==> config.mk <==
export PLATFORM = sky130hd
export DESIGN_NAME = matrix_keypad_scanner
export DESIGN_NICKNAME = d
export VERILOG_FILES = /design/src/rtl/keypad_pkg.sv /design/src/rtl/keypad_code_fifo.sv /design/src/rtl/matrix_keypad_scanner.sv
export SDC_FILE = /design/constraint.sdc
export NUM_CORES = 1
export LEC_CHECK = 0
export CAP_MARGIN = 10
export CORE_UTILIZATION = 35
export CTS_CLUSTER_SIZE = 20
export DETAILED_ROUTE_END_ITERATION = 8
export GPL_ROUTABILITY_DRIVEN = 0
export PLACE_DENSITY = 0.64
export SETUP_SLACK_MARGIN = 0.1
export SLEW_MARGIN = 25
export SYNTH_ARGS = -nofsm -noshare
export SYNTH_HDL_FRONTEND = slang
export SYNTH_HIERARCHICAL = 1
export SYNTH_SLANG_ARGS = --single-unit
==> constraint.sdc <==
create_clock -name clock -period 3.86 [get_ports clock]
set_clock_uncertainty 0.15 [all_clocks]
set_input_delay 1.158 -clock clock [delete_from_list [all_inputs] [get_ports clock]]
set_output_delay 1.158 -clock clock [all_outputs]
set_load 0.005 [all_outputs]
==> src/rtl/keypad_pkg.sv <==
// Shared types and helpers for the matrix keypad scanner.
// Holds the scanner FSM state encoding and the key-code width helper.
package keypad_pkg;

  typedef enum logic [2:0] {
    S_IDLE,
    S_SCAN,
    S_DEB,
    S_PUSH,
    S_REL
  } state_t;

  function automatic int code_w(input int rows, input int cols);
    return $clog2(rows * cols);
  endfunction

endpackage

==> src/rtl/keypad_code_fifo.sv <==
// Small key-code queue with wrap-bit pointers.
// Head is presented directly from storage; no write-to-read bypass.
module keypad_code_fifo #(
  parameter int WIDTH = 4,
  parameter int DEPTH = 4
) (
  input  logic             clock,
  input  logic             reset_n,
  input  logic             push,
  input  logic [WIDTH-1:0] din,
  input  logic             pop,
  output logic [WIDTH-1:0] dout,
  output logic             valid,
  output logic             full
);
  localparam int AW = $clog2(DEPTH);

  logic [WIDTH-1:0] mem [DEPTH];
  logic [AW:0]      wptr;
  logic [AW:0]      rptr;
  logic             empty;
  logic             wr;
  logic             rd;

  assign empty = (wptr == rptr);
  assign full  = (wptr[AW] != rptr[AW]) &&
                 (wptr[AW-1:0] == rptr[AW-1:0]);
  assign valid = !empty;
  // a pop frees the slot in the same cycle, so a full queue still takes it
  assign wr    = push && (!full || pop);
  assign rd    = pop && !empty;
  assign dout  = empty ? '0 : mem[rptr[AW-1:0]];

  always_ff @(posedge clock or negedge reset_n) begin
    if (!reset_n) begin
      wptr <= '0;
      rptr <= '0;
    end else begin
      if (wr) wptr <= wptr + 1'b1;
      if (rd) rptr <= rptr + 1'b1;
    end
  end

  always_ff @(posedge clock) begin
    if (wr) mem[wptr[AW-1:0]] <= din;
  end

endmodule

==> src/rtl/matrix_keypad_scanner.sv <==
// Scans a ROWS x COLS key matrix, debounces one key at a time
// and queues its code for a valid/ready consumer.
module matrix_keypad_scanner
  import keypad_pkg::*;
#(
  parameter int  ROWS       = 4,
  parameter int  COLS       = 4,
  parameter int  DWELL      = 4,
  parameter int  DEBOUNCE   = 4,
  parameter int  FIFO_DEPTH = 4,
  localparam int CODE_W     = code_w(ROWS, COLS)
) (
  input  logic              clock,
  input  logic              reset_n,
  input  logic [ROWS-1:0]   row_in,
  output logic [COLS-1:0]   col_out,
  output logic [CODE_W-1:0] key_code,
  output logic              key_valid,
  input  logic              key_ready,
  output logic              key_held,
  output logic              overflow
);
  localparam int RW = $clog2(ROWS);
  localparam int CW = $clog2(COLS);
  localparam int DW = $clog2(DWELL);

  if (DWELL < 3 || ROWS < 2 || ROWS > 8 ||
      COLS < 2 || COLS > 8 ||
      DEBOUNCE < 1 || DEBOUNCE > 255 ||
      FIFO_DEPTH < 2 ||
      (FIFO_DEPTH & (FIFO_DEPTH - 1)) != 0)
  begin : g_param_check
    $error("matrix_keypad_scanner: illegal parameter");
  end

  state_t            state;
  state_t            state_nx;
  logic [ROWS-1:0]   row_m;
  logic [ROWS-1:0]   row_s;
  logic [DW-1:0]     dwell;
  logic [CW-1:0]     col;
  logic [RW-1:0]     row_lat;
  logic [7:0]        cnt;
  logic              idle_seen;
  logic              any_row;
  logic              dwell_end;
  logic              last_col;
  logic              hit;
  logic              cnt_end;
  logic              push;
  logic              pop;
  logic              full;
  logic [CODE_W-1:0] code;

  function automatic logic [RW-1:0] low_row(
    input logic [ROWS-1:0] v
  );
    low_row = '0;
    for (int i = ROWS - 1; i >= 0; i--)
      if (v[i]) low_row = RW'(i);
  endfunction

  assign any_row   = |row_s;
  assign dwell_end = (dwell == DW'(DWELL - 1));
  assign last_col  = (col == CW'(COLS - 1));
  assign hit       = row_s[row_lat];
  assign cnt_end   = (cnt == 8'(DEBOUNCE - 1));
  assign code      = CODE_W'(row_lat) * CODE_W'(COLS)
                   + CODE_W'(col);
  assign pop       = key_valid && key_ready;

  always_ff @(posedge clock or negedge reset_n) begin
    if (!reset_n) begin
      row_m <= '0;
      row_s <= '0;
    end else begin
      row_m <= row_in;
      row_s <= row_m;
    end
  end

  always_ff @(posedge clock or negedge reset_n) begin
    if (!reset_n) state <= S_IDLE;
    else          state <= state_nx;
  end

  always_comb begin
    state_nx = state;
    unique case (state)
      S_IDLE:
        if (any_row && idle_seen) state_nx = S_SCAN;
      S_SCAN:
        if (dwell_end) begin
          if (any_row)       state_nx = S_DEB;
          else if (last_col) state_nx = S_IDLE;
        end
      S_DEB:
        if (!hit)         state_nx = S_IDLE;
        else if (cnt_end) state_nx = S_PUSH;
      S_PUSH:
        state_nx = S_REL;
      S_REL:
        if (!any_row && cnt_end) state_nx = S_IDLE;
      default:
        state_nx = S_IDLE;
    endcase
  end

  always_comb begin
    col_out  = '1;
    key_held = 1'b0;
    push     = 1'b0;
    overflow = 1'b0;
    unique case (state)
      S_SCAN: col_out = COLS'(1) << col;
      S_DEB: begin
        col_out  = COLS'(1) << col;
        key_held = 1'b1;
      end
      S_PUSH: begin
        key_held = 1'b1;
        push     = 1'b1;
        overflow = full && !pop;
      end
      S_REL: key_held = 1'b1;
      default: ;
    endcase
  end

  // cnt serves both the press debounce and the release debounce
  always_ff @(posedge clock or negedge reset_n) begin
    if (!reset_n) begin
      idle_seen <= 1'b0;
      dwell     <= '0;
      col       <= '0;
      row_lat   <= '0;
      cnt       <= '0;
    end else begin
      idle_seen <= (state == S_IDLE) && any_row;
      dwell <= (state == S_SCAN && !dwell_end)
             ? dwell + 1'b1 : '0;
      if (state == S_IDLE)
        col <= '0;
      else if (state == S_SCAN && dwell_end &&
               !any_row && !last_col)
        col <= col + 1'b1;
      if (state == S_SCAN && dwell_end && any_row)
        row_lat <= low_row(row_s);
      unique case (state)
        S_DEB:   cnt <= hit ? cnt + 1'b1 : '0;
        S_REL:   cnt <= any_row ? '0 : cnt + 1'b1;
        default: cnt <= '0;
      endcase
    end
  end

  keypad_code_fifo #(
    .WIDTH (CODE_W),
    .DEPTH (FIFO_DEPTH)
  ) u_fifo (
    .clock   (clock),
    .reset_n (reset_n),
    .push    (push),
    .din     (code),
    .pop     (pop),
    .dout    (key_code),
    .valid   (key_valid),
    .full    (full)
  );

endmodule
* Word-level counts from Yosys, hierarchy flattened
Memory sizes are Yosys's and may differ from the RTL's. Index checks and enable logic that the tools add are counted. W data, S select, Z words.
Storage, ports and cells: flip-flop bits (word level) 32, logic and storage cells 87, memories kept 1, memory bits (writable) 16, input bits 7, output and inout bits 11
Memory list:
- u_fifo.mem | words 4, width 4, rd ports 1, clocked after memory_dff 0, wr ports 1, line keypad_code_fifo.sv:18 | logic [WIDTH-1:0] mem [DEPTH];
Cells by class: shift operators 1, reduce and logical (&&, ||, !) cells 26, equality and inequality tests 15, magnitude comparators 1, multiplexer cells 27, $add $sub $neg 6
Operators by type and width (count):
- $mux W3 | 7
- $mux W8 | 2
- $pmux W8 S2 | 1
- $pmux W3 S5 | 1
- $mux W2 | 7
- $logic_and A1 B1 Y1 | 13
- $add A8 B1 Y8 const B | 1
- $eq A8 B2 Y1 const B | 1
- $mux W4 | 2
- $add A3 B1 Y3 const B | 2
- $eq A3 B2 Y1 const B | 2
- $logic_not A1 Y1 | 6
- $mux W1 | 6
- $ne A2 B2 Y1 const B | 3
- $ne A3 B3 Y1 const B | 2
- $reduce_and A5 Y1 | 1
- $add A2 B1 Y2 const B | 2
- $add A4 B2 Y4 | 1
- $eq A2 B2 Y1 const B | 2
- $reduce_or A4 Y1 | 1
- $shl A1 B2 Y4 const A | 1
- $eq A3 B1 Y1 const B | 1
- $eq A3 B3 Y1 | 1
- $eq A3 B3 Y1 const B | 1
- 9 further kinds | 9

* Depth between registers and ports, before layout
Gate-level depths: netlist of the first run.
depth in word-level cells 7, gate-level depth with buffers 7, depth with buffers taken out 6

* Hierarchy
Netlist of the first run, hierarchy kept.
Modules (own cells, without submodules):
- matrix_keypad_scanner | sequential area each 650.6 um2, cells an instance 114, instances 1, area each 1258.7 um2
- keypad_code_fifo | sequential area each 630.6 um2, cells an instance 61, instances 1, area each 1052.3 um2

* Worst setup path before layout of the first run
No wires, ideal clock.
kind flip-flop to output port, from register u_fifo.wptr[0], to output port overflow, arrival time 1611 ps, setup slack 941 ps, cell stages (with the launch flop) 6, path buffers 0, required time 2552 ps, cells stage by stage dfrtp_1 -> xor2_4 -> nor3_1 -> inv_1 -> and2_1 -> and3b_1
Between the ends: longest elaborated chain between the ends 6, elaborated cells between the ends (all ways) 8, those cells by class 2 x eq/ne; 1 x mux; 5 x reduce/logical
RTL lines:
- from (decl) | line keypad_code_fifo.sv:19 | logic [AW:0] wptr;
- from (signal assigned) | line keypad_code_fifo.sv:39 | if (wr) wptr <= wptr + 1'b1;
- $eq A3 B3 Y1 | line keypad_code_fifo.sv:25 | assign empty = (wptr == rptr);
- $logic_not A1 Y1 | line keypad_code_fifo.sv:28 | assign valid = !empty;
- via key_valid | line matrix_keypad_scanner.sv:18 | output logic key_valid,
- $logic_and A1 B1 Y1 | line matrix_keypad_scanner.sv:70 | assign pop = key_valid && key_ready;
- via pop | line matrix_keypad_scanner.sv:51 | logic pop;
- $logic_not A1 Y1 | line matrix_keypad_scanner.sv:123 | overflow = full && !pop;
- $logic_and A1 B1 Y1 | line matrix_keypad_scanner.sv:123
- $mux W1 | line matrix_keypad_scanner.sv:114 | unique case (state)
- to (decl) | line matrix_keypad_scanner.sv:21 | output logic overflow
The timed path passes the listed nets, and every way through them passes these cells.

* Worst setup path after layout of the first run
from register state[2], to output port key_held
Between the ends: longest elaborated chain between the ends 3, elaborated cells between the ends (all ways) 5, those cells by class 3 x eq/ne; 1 x mux; 1 x reduce/logical
RTL lines:
- from (decl) | line matrix_keypad_scanner.sv:36 | state_t state;
- from (signal assigned) | line matrix_keypad_scanner.sv:84 | else state <= state_nx;
- $eq A3 B3 Y1 / $eq A3 B2 Y1 (equally long branches) | line matrix_keypad_scanner.sv:114
- $reduce_or A3 Y1 (no line) (*)
- $mux W1 (*) | line matrix_keypad_scanner.sv:114
- to (decl) | line matrix_keypad_scanner.sv:20 | output logic key_held,
Mark *: on every way between the ends. The rest lies on a longest branch, timed or not.

==> summary.txt, run 1 <==
Outcome
  – Outcome: completed

Global routing
  – Largest net degree at the start of global routing: 33
  – Number of antenna violations at the first check in global routing: 0
  – Via count of the first global-routing pass: 1393
  – Global-route wire length before repair: 6.42 mm
  – Combined global-route utilization of all metal layers: 0.118
  – Global route overflow: 0

Clocking
  – CTS Root Cell: sky130_fd_sc_hd__clkbuf_8
  – Clock slew at the register clock pins of the worst setup and hold paths: around 0.090 ns
  – Clock tree from TritonCTS: built
  – TritonCTS buffer count: 5
  – Number of clock sinks seen by CTS: 48
  – CTS H-tree lvls: 2
  – Hold Buf Count CTS: 0
  – CTS Buffer Depth: 2
  – Clock insertion delay at the later pin of the skew report: ~0.3 ns

Timing
  – Maximum achievable frequency: around 290 MHz
  – Setup TNS: 0 ns
  – Unrepaired setup endpoints after global routing: false
  – Tightest Pin Transition: between 0.5 and 0.6 ns
  – Relative slew slack: 0.604
  – Post-route clock period utilization: 0.905
  – Fin. Hold Viols: 0
  – Worst Hold Margin: just over 0.2 ns
  – Total of endpoints with negative setup slack in the final report: 0
  – Total count of max-transition violations in the final report: 0
  – Minimum clock period after layout: between 3 and 4 ns

Yosys
  – Synthesized instance count: between 150 and 200
  – Netlist Area Pre-Place: 2310 sq um
  – Register area share after synthesis: 0.554
  – EDFF count, synth: 16
  – Synthesis Warnings: 6
  – Synthesized area per cell: around 13 sq um
  – Main synth FF type: sky130_fd_sc_hd__dfrtp_1
  – Number of distinct library cell variants in the gate-level netlist after synthesis: 49
  – Biggest area consumer among synthesized cells: sky130_fd_sc_hd__dfrtp_1
  – Share of synthesized flip-flops with an asynchronous set or reset: 0.667
  – Synth area leaders: sky130_fd_sc_hd__dfrtp_1 35%, sky130_fd_sc_hd__edfxtp_1 21%, sky130_fd_sc_hd__ha_1 6.0%, sky130_fd_sc_hd__mux4_1 4.5%, sky130_fd_sc_hd__xnor2_1 3.0%
  – Syn_nets: around 190
  – Fraction of synthesized cell area taken by the top area cell type: 0.347
  – Flip-flop and latch count after synthesis: 48

Power and ir drop
  – Worst voltage drop across the vdd grid: just over 400 uV
  – Pwr per Cell Area: approximately 630 nW/um^2
  – Leakage: 0.00110 uW

Die
  – Horizontal die dimension: 83.3 microns
  – Die span in y: 83.3 microns
  – Floorplan core area: 6350 sq um
  – Number of rows created at floorplan: 29
  – Initial Utilization: 0.364
  – Die ar.: 6930 sq um
  – Number of placed I/O pins: 18

Placed design
  – DPL Wire Length: between 2 and 3 mm
  – Placed cell area: 2570 sq um
  – Port Buf Inserts: 17

Drt
  – DRC violations left: 0
  – Count of antenna-violating nets left after detailed routing: 0
  – Starting DRT DRC Count: between 40 and 50
  – Routed len/inst: approximately 13 microns
  – Vias per cell: 4.95
  – Detailed-route wire length: 3.61 mm
  – Iteration count of the initial detailed-routing pass: 4
  – Number of vias in the routed layout: around 1400

Critical path
  – Ordered list of cells on the worst path: inv_1 -> or3_1 -> o21ai_0 -> clkdlybuf4s50_1
  – Data arrival time at the worst-slack endpoint: between 2 and 2.5 ns
  – Biggest cell delay along the critical path: slightly above 0.6 ns
  – Category of the worst setup path capture point: output pin
  – Largest fanout of any net on the critical path: 14
  – Required @ worst endpoint: approximately 2.6 ns
  – Kind of start point of the critical path: flip-flop
  – Critical Path Slowest Stage Cell: sky130_fd_sc_hd__dfrtp_1
  – Worst path bufs/invs: 2
  – Crit path kind: reg -> out
  – Worst path top cell family by delay: buffers and inverters

Job
  – Max-cap viol count: 0

Layout
  – Proportion of layout cells with a drive suffix above 1: 0.106
  – Post-route design area: between 2000 and 3000 sq um
  – Commonest cells after routing, fill and taps aside: 31 x sky130_fd_sc_hd__dfrtp_1, 16 x sky130_fd_sc_hd__clkdlybuf4s50_1, 16 x sky130_fd_sc_hd__edfxtp_1
  – Number of diodes: 0
  – Most frequent standard cell in the layout excluding fill and tap cells: sky130_fd_sc_hd__dfrtp_1
  – Net count of the finished layout: about 220
  – Area growth from synthesis to layout: 15.6%

Worst hold path
  – Worst Hold Class: reg -> reg
==> routing by layer <==
metal  vias up  global-route usage  part of all wire
met1       653               0.149              0.47
met2        25               0.194              0.47
met5         -                   0                 0
met4         0              0.0423             0.014
li1        678                   -                 -
met3         4              0.0308             0.038
==> registers in the layout (all words and copies together) (netlist names), 2 cells and up <==
name         flops
u_fifo/mem      16
col              2
dwell            2
u_fifo/wptr      3
row_lat          2
u_fifo/rptr      3
row_s            4
state            3
row_m            4
cnt              8
==> cell type report <==
class	instances	area (sq um)
clock buffer	5	68.8
clock inverter	3	26.3
fill	607	3680
inverter	10	37.5
multi-input combinational	112	965
sequential	48	1280
tap	77	96.3
timing repair buffer	20	195
==> per-stage QoR <==
stage                util  worst slack [ns]  power (uW)  instances
global route        0.421             0.253        1790        275
global placement    0.405             0.174        1370        267
CTS                 0.420             0.145        1700        275
detailed placement  0.405             0.158        1390        267
finish              0.421             0.368        1670        275
floorplan               -             0.941        1130        175
==> synthesized netlist by cell type (2+ instances only) <==
cell / n
sky130_fd_sc_hd__inv_1: 10
sky130_fd_sc_hd__mux2i_1: 3
sky130_fd_sc_hd__mux4_1: 4
sky130_fd_sc_hd__nor4_1: 2
sky130_fd_sc_hd__or3_1: 5
sky130_fd_sc_hd__and2_1: 3
sky130_fd_sc_hd__o21ai_0: 2
sky130_fd_sc_hd__o21a_1: 2
sky130_fd_sc_hd__edfxtp_1: 16
sky130_fd_sc_hd__nand2_1: 2
sky130_fd_sc_hd__a21oi_1: 2
sky130_fd_sc_hd__nand3_1: 5
sky130_fd_sc_hd__dfrtp_1: 32
sky130_fd_sc_hd__nor2_1: 12
sky130_fd_sc_hd__or4b_1: 2
sky130_fd_sc_hd__and3_1: 6
sky130_fd_sc_hd__ha_1: 11
sky130_fd_sc_hd__nor3_1: 5
sky130_fd_sc_hd__xor2_1: 6
sky130_fd_sc_hd__or4_1: 2
sky130_fd_sc_hd__xnor2_1: 8
sky130_fd_sc_hd__clkbuf_1: 3
sky130_fd_sc_hd__mux2_2: 2
sky130_fd_sc_hd__nor2b_1: 5
==> worst register-to-register path: stages, from the launching register on <==
cell and delay [ns]:
sky130_fd_sc_hd__dfrtp_1 0.50, sky130_fd_sc_hd__xor2_2 0.23, sky130_fd_sc_hd__nor3_1 0.29, sky130_fd_sc_hd__inv_1 0.08
sky130_fd_sc_hd__and2_1 0.17, sky130_fd_sc_hd__buf_4 0.15, sky130_fd_sc_hd__or4_1 0.57, sky130_fd_sc_hd__and3_1 0.28
==> timing repair <==
| item | CTS | global route |
|---|---|---|
| gates resized for setup | 0 | 2 |
| buffers inserted | 0 | 0 |
| setup endpoints to repair | 0 | 1 |
==> worst paths after layout <==
kind / from / end / slack [ns] / depth (start not counted)
worst max register to register: u_fifo/rptr[1]$_DFFE_PN0P_ / u_fifo/mem[0][3]$_DFFE_PP_ / 1.19 / 7
min in group asynchronous: reset_n / u_fifo/rptr[1]$_DFFE_PN0P_ / 1.10 / 2
worst min register to register: row_m[2]$_DFF_PN0_ / row_s[2]$_DFF_PN0_ / 0.20 / 0
worst max-delay path: state[2]$_DFFE_PN0P_ / key_held / 0.37 / 4
max in group asynchronous: reset_n / row_lat[0]$_DFFE_PN0P_ / 2.14 / 2
worst min-delay path: row_m[2]$_DFF_PN0_ / row_s[2]$_DFF_PN0_ / 0.20 / 0
==> report_power, final <==
part	switching (uW)	internal, uW
Sequential	137	616
Clock	173	133
Combinational	248	364
==> kinds of logic after synthesis <==
kind of cell               Yosys count  share of synthesized area
xor gates and xnor gates            16                     0.0720
muxes                                9                     0.0682
buffers and inverters               15                     0.0282
adders and majority gates           11                     0.0596
DFF                                 48                      0.554
AOI/OAI and AO/OA                   19                     0.0666
and+or+nand+nor                     57                      0.151
Power figures use the tool's default switching activity.
==> run 2: changes to the inputs <==
--- a/config.mk
+++ b/config.mk
@@ -5,12 +5,13 @@
 export SDC_FILE = /design/constraint.sdc
 export NUM_CORES = 1
 export LEC_CHECK = 0
+export ABC_AREA = 1
 export CAP_MARGIN = 10
-export CORE_UTILIZATION = 35
+export CORE_UTILIZATION = 62
 export CTS_CLUSTER_SIZE = 20
 export DETAILED_ROUTE_END_ITERATION = 8
 export GPL_ROUTABILITY_DRIVEN = 0
-export PLACE_DENSITY = 0.64
+export PLACE_DENSITY = 0.95
 export SETUP_SLACK_MARGIN = 0.1
 export SLEW_MARGIN = 25
 export SYNTH_ARGS = -nofsm -noshare
==> summary.txt, run 2 <==
Drt
  – Iteration count of the initial detailed-routing pass: 4 (unchanged)
  – Routed len/inst: 12.8 microns (-2.3%)
  – Detailed-route wire length: 4.13 mm (+14%)
  – Count of antenna-violating nets left after detailed routing: 0 (unchanged)
  – Vias per cell: 5.16 (+4.4%)
  – Number of vias in the routed layout: 1663 (+22%)
  – Starting DRT DRC Count: 66 (+61%)
  – DRC violations left: 0 (unchanged)

Yosys
  – Main synth FF type: sky130_fd_sc_hd__dfrtp_1
  – Flip-flop and latch count after synthesis: 48 (unchanged)
  – Number of distinct library cell variants in the gate-level netlist after synthesis: 28 (-43%)
  – Share of synthesized flip-flops with an asynchronous set or reset: 0.667 (unchanged)
  – EDFF count, synth: 16 (unchanged)
  – Syn_nets: 268 (+39%)
  – Fraction of synthesized cell area taken by the top area cell type: 0.340 (-0.00626)
  – Synthesized instance count: 250 (+43%)
  – Netlist Area Pre-Place: 2350 sq um (+1.8%)
  – Register area share after synthesis: 0.544 (-0.0100)
  – Synth area leaders: sky130_fd_sc_hd__dfrtp_1 34%, sky130_fd_sc_hd__edfxtp_1 20%, sky130_fd_sc_hd__nand2_1 7.2%, sky130_fd_sc_hd__nor2_1 6.9%, sky130_fd_sc_hd__ha_1 5.8%
  – Most instantiated cells after synthesis: 45 x sky130_fd_sc_hd__nand2_1, 43 x sky130_fd_sc_hd__nor2_1, 35 x sky130_fd_sc_hd__inv_1, 32 x sky130_fd_sc_hd__dfrtp_1, 18 x sky130_fd_sc_hd__o21ai_0
  – Most frequent cell after synthesis: sky130_fd_sc_hd__nand2_1
  – Synthesis Warnings: 6 (unchanged)
  – Synthesized area per cell: 9.41 sq um (-29%)
  – Biggest area consumer among synthesized cells: sky130_fd_sc_hd__dfrtp_1

Clocking
  – Clock insertion delay at the later pin of the skew report: 0.31 ns (about the same)
  – # Post-CTS Setup Buffers: 0 (unchanged)
  – Number of clock sinks seen by CTS: 48 (unchanged)
  – CTS H-tree lvls: 2 (unchanged)
  – Hold Buf Count CTS: 0 (unchanged)
  – CTS Buffer Depth: 2 (unchanged)
  – Clock tree from TritonCTS: built
  – CTS Root Cell: sky130_fd_sc_hd__clkbuf_8
  – TritonCTS buffer count: 5 (unchanged)
  – Post-cts resize count: 0 (unchanged)
  – Clock slew at the register clock pins of the worst setup and hold paths: 0.08 ns (about the same)

Timing
  – Post-route clock period utilization: 0.928 (+0.0234)
  – Relative slew slack: 0.716 (+0.112)
  – Tightest Pin Transition: 0.424 ns (-0.167 ns)
  – Unrepaired setup endpoints after global routing: false
  – Maximum achievable frequency: 279 MHz (-2.5%)
  – Total of endpoints with negative setup slack in the final report: 0 (unchanged)
  – Total count of max-transition violations in the final report: 0 (unchanged)
  – Setup TNS: 0 ns (unchanged)
  – Fin. Hold Viols: 0 (unchanged)
  – Minimum clock period after layout: 3.58 ns (+0.0903 ns)
  – Worst Hold Margin: 0.204 ns (+0.000316 ns)

Job
  – Max-cap viol count: 0 (unchanged)

Die
  – Die span in y: 63.6 microns (-24%)
  – Initial Utilization: 0.643 (+0.279)
  – Die ar.: 4050 sq um (-42%)
  – Number of rows created at floorplan: 22 (-24%)
  – Horizontal die dimension: 63.6 microns (-24%)
  – Number of placed I/O pins: 18 (unchanged)
  – Floorplan core area: 3660 sq um (-42%)

Placed design
  – Cell count after placement: 314 (+18%)
  – DPL Wire Length: 2.99 mm (+16%)
  – Port Buf Inserts: 17 (unchanged)

Layout
  – Utilization of the core after routing: 0.733 (+0.312)
  – Final std cells w/o fill: 322 (+17%)
  – Commonest cells after routing, fill and taps aside: 45 x sky130_fd_sc_hd__nand2_1, 43 x sky130_fd_sc_hd__nor2_1, 35 x sky130_fd_sc_hd__inv_1
  – Area growth from synthesis to layout: 14.0%
  – Net count of the finished layout: 291 (+35%)
  – Proportion of layout cells with a drive suffix above 1: 0.0876 (-0.0185)
  – Max FFs per register: 16 (unchanged)
  – Number of diodes: 0 (unchanged)
  – Most frequent standard cell in the layout excluding fill and tap cells: sky130_fd_sc_hd__nand2_1

Critical path
  – Critical Path Slowest Stage Cell: sky130_fd_sc_hd__clkdlybuf4s50_1
  – Crit path kind: in -> out
  – Worst path top cell family by delay: buffers and inverters
  – Biggest cell delay along the critical path: 0.50 ns (-0.11 ns)
  – Data arrival time at the worst-slack endpoint: 2.27 ns (+0.09 ns)
  – Required @ worst endpoint: 2.55 ns (about the same)
  – Ordered list of cells on the worst path: clkdlybuf4s50_1 -> nand2_1 -> nand2_1 -> nor2_1 -> clkdlybuf4s50_1
  – Category of the worst setup path capture point: output pin
  – Kind of start point of the critical path: primary input
  – Largest fanout of any net on the critical path: 2 (-12)
  – Worst path bufs/invs: 2 (unchanged)

Outcome
  – Outcome: completed

Global routing
  – Global route overflow: 0 (unchanged)
  – Largest net degree at the start of global routing: 33 (unchanged)
  – Number of antenna violations at the first check in global routing: 0 (unchanged)
  – Combined global-route utilization of all metal layers: 0.245 (+0.128)
  – Via count of the first global-routing pass: 1657 (+19%)
  – Global-route wire length before repair: 7.33 mm (+14%)

Power and ir drop
  – Pwr per Cell Area: 686 nW/um^2 (+9.7%)
  – Overall Power: 1840 uW (+10%)
  – Worst voltage drop across the vdd grid: 346 uV (-14%)
  – Leakage: 0.00125 uW (+14%)

Worst hold path
  – Worst Hold Class: reg -> reg
run 2: changes by cell type after synthesis, moves of 4 or more:
cell                       before  now
sky130_fd_sc_hd__nor2_1        12   43
sky130_fd_sc_hd__nand3b_1       0    5
sky130_fd_sc_hd__inv_1         10   35
sky130_fd_sc_hd__and3_1         6    0
sky130_fd_sc_hd__nand2_1        2   45
sky130_fd_sc_hd__mux4_1         4    0
sky130_fd_sc_hd__nor2b_1        5    0
sky130_fd_sc_hd__nor3_1         5    1
sky130_fd_sc_hd__o21ai_0        2   18
sky130_fd_sc_hd__nand3_1        5   11
sky130_fd_sc_hd__or3_1          5    0
sky130_fd_sc_hd__xnor2_1        8    1
run 2: path summary, 6_finish.rpt:
check / start / end / slack (ns) / depth (start not counted)
worst max-delay path: key_ready / overflow / 0.28 / 5
worst min-delay path: row_m[1]$_DFF_PN0_ / row_s[1]$_DFF_PN0_ / 0.20 / 0
worst max register to register: u_fifo/rptr[0]$_DFFE_PN0P_ / u_fifo/mem[1][1]$_DFFE_PP_ / 1.44 / 10
worst min register to register: row_m[1]$_DFF_PN0_ / row_s[1]$_DFF_PN0_ / 0.20 / 0
max in group asynchronous: reset_n / row_s[0]$_DFF_PN0_ / 2.17 / 2
min in group asynchronous: reset_n / u_fifo/rptr[2]$_DFFE_PN0P_ / 1.09 / 2
run 2: cell families (layout without fill, tap and decap cells):
kind of cell    Yosys count  count (layout)  share of synthesized area
buf+inv                  40              64                     0.0707
simple gates            117             117                      0.229
flops                    48              48                      0.544
fa+ha+maj                11              11                     0.0585
xor+xnor                  9               9                     0.0367
compound gates           25              25                     0.0611
run 2: per-layer routing:
| metal | vias to the layer above | track usage | routed length, microns | share of wire |
|---|---|---|---|---|
| met5 | - | 0 | 0 | 0 |
| met4 | 0 | 0.0938 | 58 | 0.014 |
| met3 | 7 | 0.0543 | 127 | 0.031 |
| met2 | 31 | 0.439 | 2250 | 0.55 |
| met1 | 789 | 0.283 | 1690 | 0.41 |
| li1 | 836 | - | - | - |
run 2: metrics by stage:
step / setup WS [ns] / instance area, sq um
5_1_grt: 0.234 / 2680
4_1_cts: 0.265 / 2680
2_1_floorplan: 1.18 / 2350
3_5_place_dp: 0.273 / 2570
3_3_place_gp: 0.289 / 2570
6_report: 0.278 / 2680
run 2: cell type report:
cell class	count	area (sq um)
Sequential cell	48	1280
Tap cell	48	60.1
Inverter	38	148
Fill cell	244	977
Clock inverter	3	42.5
Timing Repair Buffer	18	178
Clock buffer	5	68.8
Multi-Input combinational cell	162	906
run 2: power breakdown:
group	switching, uW	internal (uW)
sequential	102	623
clock	169	192
combinational	431	326
==> run 3: changes to the inputs <==
--- a/config.mk
+++ b/config.mk
@@ -7,13 +7,13 @@
 export LEC_CHECK = 0
 export ABC_AREA = 1
 export CAP_MARGIN = 10
+export CORE_ASPECT_RATIO = 1.25
 export CORE_UTILIZATION = 62
 export CTS_CLUSTER_SIZE = 20
 export DETAILED_ROUTE_END_ITERATION = 8
 export GPL_ROUTABILITY_DRIVEN = 0
 export PLACE_DENSITY = 0.95
 export SETUP_SLACK_MARGIN = 0.1
-export SLEW_MARGIN = 25
 export SYNTH_ARGS = -nofsm -noshare
 export SYNTH_HDL_FRONTEND = slang
 export SYNTH_HIERARCHICAL = 1
==> summary.txt, run 3 (synthesized netlist as in run 2, its figures left out) <==
Die
  – Number of rows created at floorplan: 24 (+9.1%)
  – Floorplan core area: 3540 sq um (-3.2%)
  – Horizontal die dimension: 57.1 microns (-10%)
  – Die ar.: 4050 sq um (about the same)
  – Initial Utilization: 0.664 (+0.0213)
  – Number of placed I/O pins: 18 (unchanged)
  – Die span in y: 70.9 microns (+11%)

Timing
  – Setup TNS: 0 ns (unchanged)
  – Post-route clock period utilization: 0.939 (+0.0109)
  – Relative slew slack: 0.677 (-0.0388)
  – Fin. Hold Viols: 0 (unchanged)
  – Maximum achievable frequency: 276 MHz (-1.2%)
  – Unrepaired setup endpoints after global routing: false
  – Tightest Pin Transition: 0.479 ns (+0.0547 ns)
  – Total count of max-transition violations in the final report: 0 (unchanged)
  – Worst Hold Margin: 0.203 ns (-0.000727 ns)
  – Total of endpoints with negative setup slack in the final report: 0 (unchanged)
  – Minimum clock period after layout: 3.62 ns (+0.0421 ns)

Critical path
  – Required @ worst endpoint: 2.55 ns (about the same)
  – Register-to-register setup slack: 1.40 ns (-0.04 ns)
  – Critical R2R Launch: u_fifo/rptr[0]$_DFFE_PN0P_
  – Kind of start point of the critical path: primary input
  – Crit path kind: in -> out
  – Data arrival time at the worst-slack endpoint: 2.32 ns (+0.05 ns)
  – Depth of the worst register-to-register path: 10 (unchanged)
  – Category of the worst setup path capture point: output pin
  – Capture instance of the worst register-to-register path: u_fifo/mem[1][1]$_DFFE_PP_
  – Largest fanout of any net on the critical path: 2 (unchanged)

Drt
  – Routed length on met3: 114 microns (-10%)
  – Starting DRT DRC Count: 101 (+53%)
  – Amount of wire on met2 after detailed routing: 2.29 mm (+1.9%)
  – Vias per cell: 5.27 (+2.1%)
  – Number of vias in the routed layout: 1650 (-0.78%)
  – Iteration count of the initial detailed-routing pass: 6 (+2)
  – DRC violations left: 4 (+4)
  – Highest signal layer in the routed design: met4
  – Count of antenna-violating nets left after detailed routing: 0 (unchanged)
  – Detailed-route wire length: 3.97 mm (-3.8%)
  – Met1 Wirelength: 1.49 mm (-12%)
  – Routed len/inst: 12.7 microns (-1.1%)

Clocking
  – Number of clock sinks seen by CTS: 48 (unchanged)
  – Hold Buf Count CTS: 0 (unchanged)
  – CTS Root Cell: sky130_fd_sc_hd__clkbuf_8
  – CTS H-tree lvls: 2 (unchanged)
  – TritonCTS buffer count: 5 (unchanged)
  – Clock insertion delay at the later pin of the skew report: 0.30 ns (about the same)
  – # Post-CTS Setup Buffers: 0 (unchanged)
  – Post-cts resize count: 0 (unchanged)
  – Clock slew at the register clock pins of the worst setup and hold paths: 0.08 ns (about the same)
  – CTS Buffer Depth: 2 (unchanged)
  – Clock tree from TritonCTS: built

Layout
  – Number of diodes: 0 (unchanged)
  – Commonest cells after routing, fill and taps aside: 45 x sky130_fd_sc_hd__nand2_1, 43 x sky130_fd_sc_hd__nor2_1, 35 x sky130_fd_sc_hd__inv_1
  – Post-route design area: 2650 sq um (-1.1%)
  – Final std cells w/o fill: 313 (-2.8%)
  – Area growth from synthesis to layout: 12.8%
  – Proportion of layout cells with a drive suffix above 1: 0.0876 (unchanged)
  – Most frequent standard cell in the layout excluding fill and tap cells: sky130_fd_sc_hd__nand2_1
  – Net count of the finished layout: 291 (unchanged)
  – Max FFs per register: 16 (unchanged)

Placed design
  – Placed cell area: 2560 sq um (-0.44%)
  – Cell count after placement: 305 (-2.9%)
  – Port Buf Inserts: 17 (unchanged)
  – DPL Wire Length: 3.00 mm (+0.17%)

Worst hold path
  – Worst hold path depth: 0 (unchanged)
  – Worst Hold Endpoint: row_s[0]$_DFF_PN0_
  – Worst hold path startpoint: row_m[0]$_DFF_PN0_
  – Worst Hold Class: reg -> reg

Outcome
  – Outcome: complete, but fails checks
  – Violated checks: DRC

Power and ir drop
  – Pwr per Cell Area: 669 nW/um^2 (-2.5%)
  – Leakage: 0.00124 uW (-0.26%)
  – Overall Power: 1780 uW (-3.6%)
  – Worst voltage drop across the vdd grid: 377 uV (+8.8%)

Global routing
  – Number of antenna violations at the first check in global routing: 0 (unchanged)
  – Combined global-route utilization of all metal layers: 0.228 (-0.0173)
  – Via count of the first global-routing pass: 1707 (+3.0%)
  – Global route overflow: 0 (unchanged)
  – Global-route wire length before repair: 6.96 mm (-5.2%)
  – Largest net degree at the start of global routing: 33 (unchanged)

Job
  – Max-cap viol count: 0 (unchanged)
[run 3: how the worst max path moves through the flow]
| stage | startpoint | endpoint | slack, ns | cells after the start |
|---|---|---|---|---|
| after floorplan | key_ready | overflow | 1.18 | 3 |
| after global placement | key_ready | overflow | 0.29 | 5 |
| after detailed placement | key_ready | overflow | 0.23 | 5 |
| after CTS | key_ready | overflow | 0.23 | 5 |
| after global routing | key_ready | overflow | 0.17 | 5 |
| final | key_ready | overflow | 0.24 | 5 |
[run 3: where the power goes]
group	switching, uW	internal (uW)
Sequential	102	623
Clock	157	143
Combinational	426	325
Total	685	1090
[run 3: critical path: stages]
cell and delay, ns:
sky130_fd_sc_hd__clkdlybuf4s50_1 0.39, sky130_fd_sc_hd__nand2_1 0.07, sky130_fd_sc_hd__nand2_1 0.06, sky130_fd_sc_hd__nor2_1 0.11, sky130_fd_sc_hd__clkdlybuf4s50_1 0.51
[run 3: cell type report]
cell class / instances / area, sq um
clock inverters: 2 / 10.0
flip-flops and latches: 48 / 1280
repair buffers: 18 / 178
multi-input cells: 162 / 906
fillers: 245 / 890
well taps: 39 / 48.8
inverters: 38 / 148
clock buffers: 6 / 82.6
[run 3: metrics by stage]
stage | util | worst slack [ns]
after detailed placement | 0.723 | 0.231
after floorplan | - | 1.18
after CTS | 0.749 | 0.229
final | 0.749 | 0.236
after global routing | 0.749 | 0.167
after global placement | 0.723 | 0.286
[run 3: per-layer routing]
layer  global-route usage  up-vias
met5                    0        -
met4               0.0867        0
met3               0.0548        7
met2                0.434       24
met1                0.236      782
li1                     -      837
